[src/rtl/main_stream_pkg.sv]
// Shared definitions for the main_stream kernel wrapper: default word width,
// kernel word type and an elaboration-time ceil(log2) helper.
package main_stream_pkg;

    localparam int DATAW_DEF = 32;

    typedef logic [DATAW_DEF-1:0] kword_t;

    function automatic int clog2_f(input int v);
        int r;
        r = 0;
        while ((1 << r) < v) r++;
        return r;
    endfunction

endpackage

[src/rtl/main_kernelTop.sv]
// Kernel model: sum of all input channels, emerging after KLAT non-stalled edges.
// The whole pipeline freezes while stall is high (global-stall contract).
module main_kernelTop
    import main_stream_pkg::*;
#(
    parameter int DATAW = DATAW_DEF,
    parameter int NIN   = 2,
    parameter int KLAT  = 4
) (
    input  logic                 clk,
    input  logic                 rst,
    input  logic                 stall,
    input  logic [NIN*DATAW-1:0] kt_vin,
    output logic [DATAW-1:0]     kt_vout
);

    logic [DATAW-1:0] stage_q [KLAT];
    logic [DATAW-1:0] stage_d [KLAT];
    logic [DATAW-1:0] sum;

    always_comb begin
        sum = '0;
        for (int i = 0; i < NIN; i++) begin
            sum = sum + kt_vin[i*DATAW +: DATAW];
        end
        stage_d = stage_q;
        if (!stall) begin
            stage_d[0] = sum;
            for (int k = 1; k < KLAT; k++) begin
                stage_d[k] = stage_q[k-1];
            end
        end
    end

    always_ff @(posedge clk) begin
        if (rst) begin
            for (int k = 0; k < KLAT; k++) begin
                stage_q[k] <= '0;
            end
        end else begin
            stage_q <= stage_d;
        end
    end

    assign kt_vout = stage_q[KLAT-1];

endmodule

[src/rtl/main_stream_fifo.sv]
// Output FIFO with registered head (out_valid/out_data); pointers wrap at DEPTH,
// so non-power-of-two depths are fine.
module main_stream_fifo
    import main_stream_pkg::*;
#(
    parameter int DATAW = DATAW_DEF,
    parameter int DEPTH = 8,
    parameter int AW    = clog2_f(DEPTH + 1)
) (
    input  logic             clk,
    input  logic             rst,
    input  logic             push,
    input  logic [DATAW-1:0] wr_data,
    input  logic             pop,
    output logic             out_valid,
    output logic [DATAW-1:0] out_data,
    output logic [AW-1:0]    count
);

    localparam int PW = (clog2_f(DEPTH) < 1) ? 1 : clog2_f(DEPTH);

    logic [DATAW-1:0] mem_q [DEPTH];
    logic [DATAW-1:0] mem_d [DEPTH];
    logic [PW-1:0]    wr_ptr_q, wr_ptr_d, rd_ptr_q, rd_ptr_d;
    logic [AW-1:0]    cnt_q, cnt_d;
    logic             ov_q, ov_d;
    logic [DATAW-1:0] od_q, od_d;
    logic             pop_ok;

    function automatic logic [PW-1:0] ptr_inc(input logic [PW-1:0] p);
        return (p == PW'(DEPTH - 1)) ? '0 : p + 1'b1;
    endfunction

    always_comb begin
        mem_d    = mem_q;
        wr_ptr_d = wr_ptr_q;
        rd_ptr_d = rd_ptr_q;
        pop_ok   = pop && ov_q;
        if (push) begin
            mem_d[wr_ptr_q] = wr_data;
            wr_ptr_d        = ptr_inc(wr_ptr_q);
        end
        if (pop_ok) begin
            rd_ptr_d = ptr_inc(rd_ptr_q);
        end
        cnt_d = cnt_q + AW'(push) - AW'(pop_ok);
        ov_d  = (cnt_d != '0);
        // mem_d already holds this cycle's write, which covers the empty-to-one bypass
        od_d  = mem_d[rd_ptr_d];
    end

    always_ff @(posedge clk) begin
        if (rst) begin
            wr_ptr_q <= '0;
            rd_ptr_q <= '0;
            cnt_q    <= '0;
            ov_q     <= 1'b0;
            od_q     <= '0;
        end else begin
            wr_ptr_q <= wr_ptr_d;
            rd_ptr_q <= rd_ptr_d;
            cnt_q    <= cnt_d;
            ov_q     <= ov_d;
            od_q     <= od_d;
        end
    end

    always_ff @(posedge clk) begin
        mem_q <= mem_d;
    end

    assign out_valid = ov_q;
    assign out_data  = od_q;
    assign count     = cnt_q;

endmodule

[src/rtl/main_stream_top.sv]
// Joins NIN valid/ready streams into the kernel, tracks in-flight words with a valid
// shift register and only issues when the output FIFO is guaranteed room (credit).
module main_stream_top
    import main_stream_pkg::*;
#(
    parameter  int DATAW = DATAW_DEF,
    parameter  int NIN   = 2,
    parameter  int KLAT  = 4,
    parameter  int DEPTH = 8,
    localparam int AW    = clog2_f(DEPTH + 1)
) (
    input  logic                 clk,
    input  logic                 rst,
    input  logic                 stall,
    input  logic [NIN-1:0]       in_valid,
    output logic [NIN-1:0]       in_ready,
    input  logic [NIN*DATAW-1:0] in_data,
    output logic                 out_valid,
    input  logic                 out_ready,
    output logic [DATAW-1:0]     out_data,
    output logic [AW-1:0]        occupancy
);

    generate
        if (DEPTH < KLAT + 1) begin : g_bad_depth
            $error("main_stream_top: DEPTH must be at least KLAT+1");
        end
    endgenerate

    logic [KLAT-1:0]  vsr_q, vsr_d;
    logic [AW-1:0]    occ_q, occ_d;
    logic [AW-1:0]    fifo_cnt, fifo_cnt_nxt, vsr_cnt;
    logic             room, fire, adv, push, pop;
    logic [DATAW-1:0] kt_vout;

    always_comb begin
        vsr_cnt = AW'($countones(vsr_q));
        // Registered count ignores a same-cycle pop: conservative, never overfills
        room    = !rst && !stall &&
                  (({1'b0, fifo_cnt} + {1'b0, vsr_cnt}) < (AW+1)'(DEPTH));
        fire    = room && (&in_valid);
        adv     = room && (fire || (vsr_q != '0));
        push    = adv && vsr_q[KLAT-1];
        pop     = out_valid && out_ready;
        vsr_d   = vsr_q;
        if (adv) begin
            vsr_d = (vsr_q << 1) | KLAT'(fire);
        end
        fifo_cnt_nxt = fifo_cnt + AW'(push) - AW'(pop);
        occ_d        = fifo_cnt_nxt + AW'($countones(vsr_d));
    end

    always_ff @(posedge clk) begin
        if (rst) begin
            vsr_q <= '0;
            occ_q <= '0;
        end else begin
            vsr_q <= vsr_d;
            occ_q <= occ_d;
        end
    end

    assign in_ready  = {NIN{fire}};
    assign occupancy = occ_q;

    main_kernelTop #(
        .DATAW (DATAW),
        .NIN   (NIN),
        .KLAT  (KLAT)
    ) u_kernel (
        .clk     (clk),
        .rst     (rst),
        .stall   (!adv),
        .kt_vin  (in_data),
        .kt_vout (kt_vout)
    );

    main_stream_fifo #(
        .DATAW (DATAW),
        .DEPTH (DEPTH),
        .AW    (AW)
    ) u_fifo (
        .clk       (clk),
        .rst       (rst),
        .push      (push),
        .wr_data   (kt_vout),
        .pop       (pop),
        .out_valid (out_valid),
        .out_data  (out_data),
        .count     (fifo_cnt)
    );

endmodule

[config.mk]
export PLATFORM = sky130hd
export DESIGN_NAME = main_stream_top
export DESIGN_NICKNAME = d
export VERILOG_FILES = /design/src/rtl/main_stream_pkg.sv /design/src/rtl/main_kernelTop.sv /design/src/rtl/main_stream_fifo.sv /design/src/rtl/main_stream_top.sv
export SDC_FILE = /design/constraint.sdc
export NUM_CORES = 1
export LEC_CHECK = 0
export ABC_AREA = 1
export CORE_ASPECT_RATIO = 1.25
export CORE_UTILIZATION = 57
export DETAILED_ROUTE_END_ITERATION = 7
export GPL_ROUTABILITY_DRIVEN = 0
export PLACE_DENSITY = 0.76
export SKIP_CTS_REPAIR_TIMING = 1
export SYNTH_ARGS = -nofsm -noshare
export SYNTH_HDL_FRONTEND = slang
export SYNTH_HIERARCHICAL = 1
export SYNTH_SLANG_ARGS = --single-unit
[constraint.sdc]
create_clock -name clk -period 10.9 [get_ports clk]
set_input_delay 3.27 -clock clk [delete_from_list [all_inputs] [get_ports clk]]
set_output_delay 3.27 -clock clk [all_outputs]
set_load 0.05 [all_outputs]
==> results by group <==
Routing
  – DRC Markers: 0
  – Vias per cell: approximately 5.5
  – DR iter-0 viols: 1568
  – Vias: 19276
  – First drt pass iteration count: 8
  – Antenna viol nets, final: 0
  – Post-Route WL: 53.5 mm
  – WL/cell: 15.3 um

Synth
  – Synthesized Nets: between 3000 and 4000
  – FF+latch count, synth: 435
  – Post-synthesis sequential area ratio: 42.3%
  – Mapped cell area: 20600 um^2
  – Syn avg cell area: 6.75 um^2
  – Yosys warns: 6
  – Cell variety after synth: 37
  – Cell count after synthesis: 3046

GRT
  – Pin count of the biggest net entering global routing: 129
  – Total GRT Usage: 29.6%
  – Congestion Overflow GR: 0
  – Vias in the first global route: 18403
  – Initial antenna violation count: 0
  – First-pass GRT wire length: 88.6 mm

Floorplan
  – Die footprint: 36900 um^2
  – Die width: 172 um
  – I/O pin cnt: roughly 110
  – Core area: 35500 um^2
  – Row count: 77
  – Initial core utilization: 58.0%
  – Die Y: 214 um

Power and ir drop
  – Sw frac: 25.2%
  – Worst VDD drop: 0.107 mV
  – Power after layout: 3570 uW
  – Sw Pwr: 900 uW
  – PwrDens: 158 nW/um^2
  – Leak Pwr: 0.0114 uW
  – Sequential Power Share: about 46%
  – Gate power share: 12.7%
  – Int Power: 2670 uW
  – Clock power frac: approximately two fifths

Clock network
  – Clk_lat worst skew: 0.55 ns
  – # H-tree levels: 2
  – Clk root buf: clkbuf_16
  – Clock tree buffer depth: 3
  – TritonCTS clock tree: built
  – Num Clock Sinks: 435
  – CTS buffer count: 41
  – Clk pin slew, worst setup/hold paths: around 0.060 ns

Finish
  – Layout area overhead: 10.1%
  – Nets: around 3100
  – Most frequent cells in the layout: nand2_1 (1247), nand3_1 (558), dfxtp_1 (435), inv_1 (187), a21oi_1 (128)
  – Commonest non-fill, non-tap cell in the layout: nand2_1
  – Share of cells above drive strength 1: 3.81%
  – Ant diodes: 0
  – Fill cell count: 3225

STA
  – Rel. slew slack: 19.4%
  – Setup-failing EPs final: 0
  – Clock period minus worst slack: 8.58 ns
  – Fmax: 117 MHz
  – Max Clock Skew: 0.0233 ns
  – Tcrit/Tclk final: 78.7%
  – Final hold vios: 0
  – Worst slew pin tran: roughly 1.2 ns
  – Final setup TNS: 0 ns
  – Unrepaired setup endpoints after global routing: false
  – Slew Limit Fails: 0

Setup path
  – Crit path arrival time: 5.31 ns
  – Crit path max fanout: 85
  – Worst Setup End Kind: primary output
  – Setup crit start kind: input pin
  – Critical Path RT: 7.63 ns
  – CP Class: input pin to primary output

Min path
  – Hold crit path type: register to register

Outcome
  – Status: finished, final reports clean

Placement
  – Detailed placement HPWL: approximately 31 mm
  – I/O Buffers: 108

Run
  – Maxcap violations: 0
## power by group through the flow
stage | Clock [uW] | Combinational, uW | Sequential (uW)
5_1_grt | 1560 | 510 | 1650
6_report | 1480 | 453 | 1640
3_3_place_gp | 0 | 440 | 1680
3_5_place_dp | 0 | 450 | 1680
2_1_floorplan | 0 | 294 | 1710
4_1_cts | 1490 | 452 | 1640
## cell families (layout without fill, tap and decap cells)
family / after synthesis / after routing / share of synthesized area, %
compound gates: 162 / 162 / 4.18
xor+xnor: 21 / 21 / 0.894
fa+ha+maj: 57 / 57 / 3.69
buf+inv: 414 / 385 / 9.32
flops: 435 / 435 / 42.3
mux: 1 / 1 / 0.0487
simple gates: 1956 / 1956 / 39.5
## worst max-delay path, cell delays in order
cell and delay [ns]:
buf_4 0.37, or2_4 0.37, a21oi_4 0.21, nand3b_1 0.17, inv_1 0.11, clkdlybuf4s50_1 0.81
## path summary, 6_finish.rpt
kind                            slack, ns                       endpoint                      start  cells after the start
worst min-delay path                 0.44      u_fifo/mem_q[222]$_DFF_P_  u_fifo/mem_q[222]$_DFF_P_                      2
worst max register to register       5.13  u_fifo/out_data[9]$_SDFF_PP0_        vsr_q[0]$_SDFF_PP0_                     19
worst min register to register       0.44      u_fifo/mem_q[222]$_DFF_P_  u_fifo/mem_q[222]$_DFF_P_                      2
worst max-delay path                 2.32                    in_ready[1]                        rst                      6
## per-stage QoR
stage | setup WS (ns) | cells | cell area [um^2] | utilization, % | hold slack, ns
after floorplan | 3.45 | 3046 | 20600 | - | 0.414
after global placement | 2.35 | 3419 | 21300 | 59.9 | 0.423
after detailed placement | 2.35 | 3419 | 21300 | 59.9 | 0.428
after CTS | 2.32 | 3491 | 22600 | 63.9 | 0.443
after global routing | 2.20 | 3491 | 22600 | 63.9 | 0.455
final | 2.32 | 3491 | 22600 | 63.9 | 0.440
## synth_stat cells
library cell   count  area (um^2)
nand2_1         1257         4720
nand3_1          558         2790
dfxtp_1          435         8710
inv_1            188          706
a21oi_1          128          641
nor2_1           111          417
buf_2            110          551
buf_4             55          413
ha_1              51          638
clkbuf_1          50          188
xor2_1            19          166
o21ai_0           17         85.1
a211oi_1           7         52.6
nand2_2            7         43.8
fa_1               6          120
nor2_2             6         37.5
buf_1              5         18.8
nand4_1            4         25.0
nor3_1             4         20.0
inv_2              3         11.3
o21bai_1           3         22.5
buf_6              2         22.5
nand3_2            2         20.0
nand3b_1           2         15.0
o21ai_1            2         10.0
o21ai_2            2         17.5
xnor2_1            2         17.5
a21o_1             1         7.51
a21oi_4            1         16.3
and2_1             1         6.26
and3_1             1         6.26
dlygate4sd1_1      1         8.76
mux2i_1            1         10.0
nand2_4            1         11.3
nor2_4             1         11.3
o21a_1             1         7.51
or2_4              1         8.76
## registers in the layout, indices dropped and copies added, names as in the netlist, 4 cells and up
signal	count
u_kernel/stage_q	96
u_fifo/out_data	32
occupancy	4
u_fifo/count	4
u_fifo/mem_q	256
u_kernel/kt_vout	32
vsr_q	4
## layout make-up
| cell class | count | area, um^2 | area share (%) |
|---|---|---|---|
| clock buffers | 66 | 1260 | 5.57 |
| clock inverters | 6 | 134 | 0.591 |
| inverters | 191 | 722 | 3.19 |
| multi-input cells | 2197 | 10000 | 44.3 |
| flip-flops and latches | 435 | 8710 | 38.5 |
| well taps | 474 | 593 | 2.62 |
| repair buffers | 122 | 1180 | 5.23 |
## layer usage
metal	GRT usage, %	wire (um)
met1	35.7	21400
met2	51.3	26100
met3	3.29	3560
met4	14.9	2500
met5	0	0
Note: power is estimated with default switching activity, not from simulation.
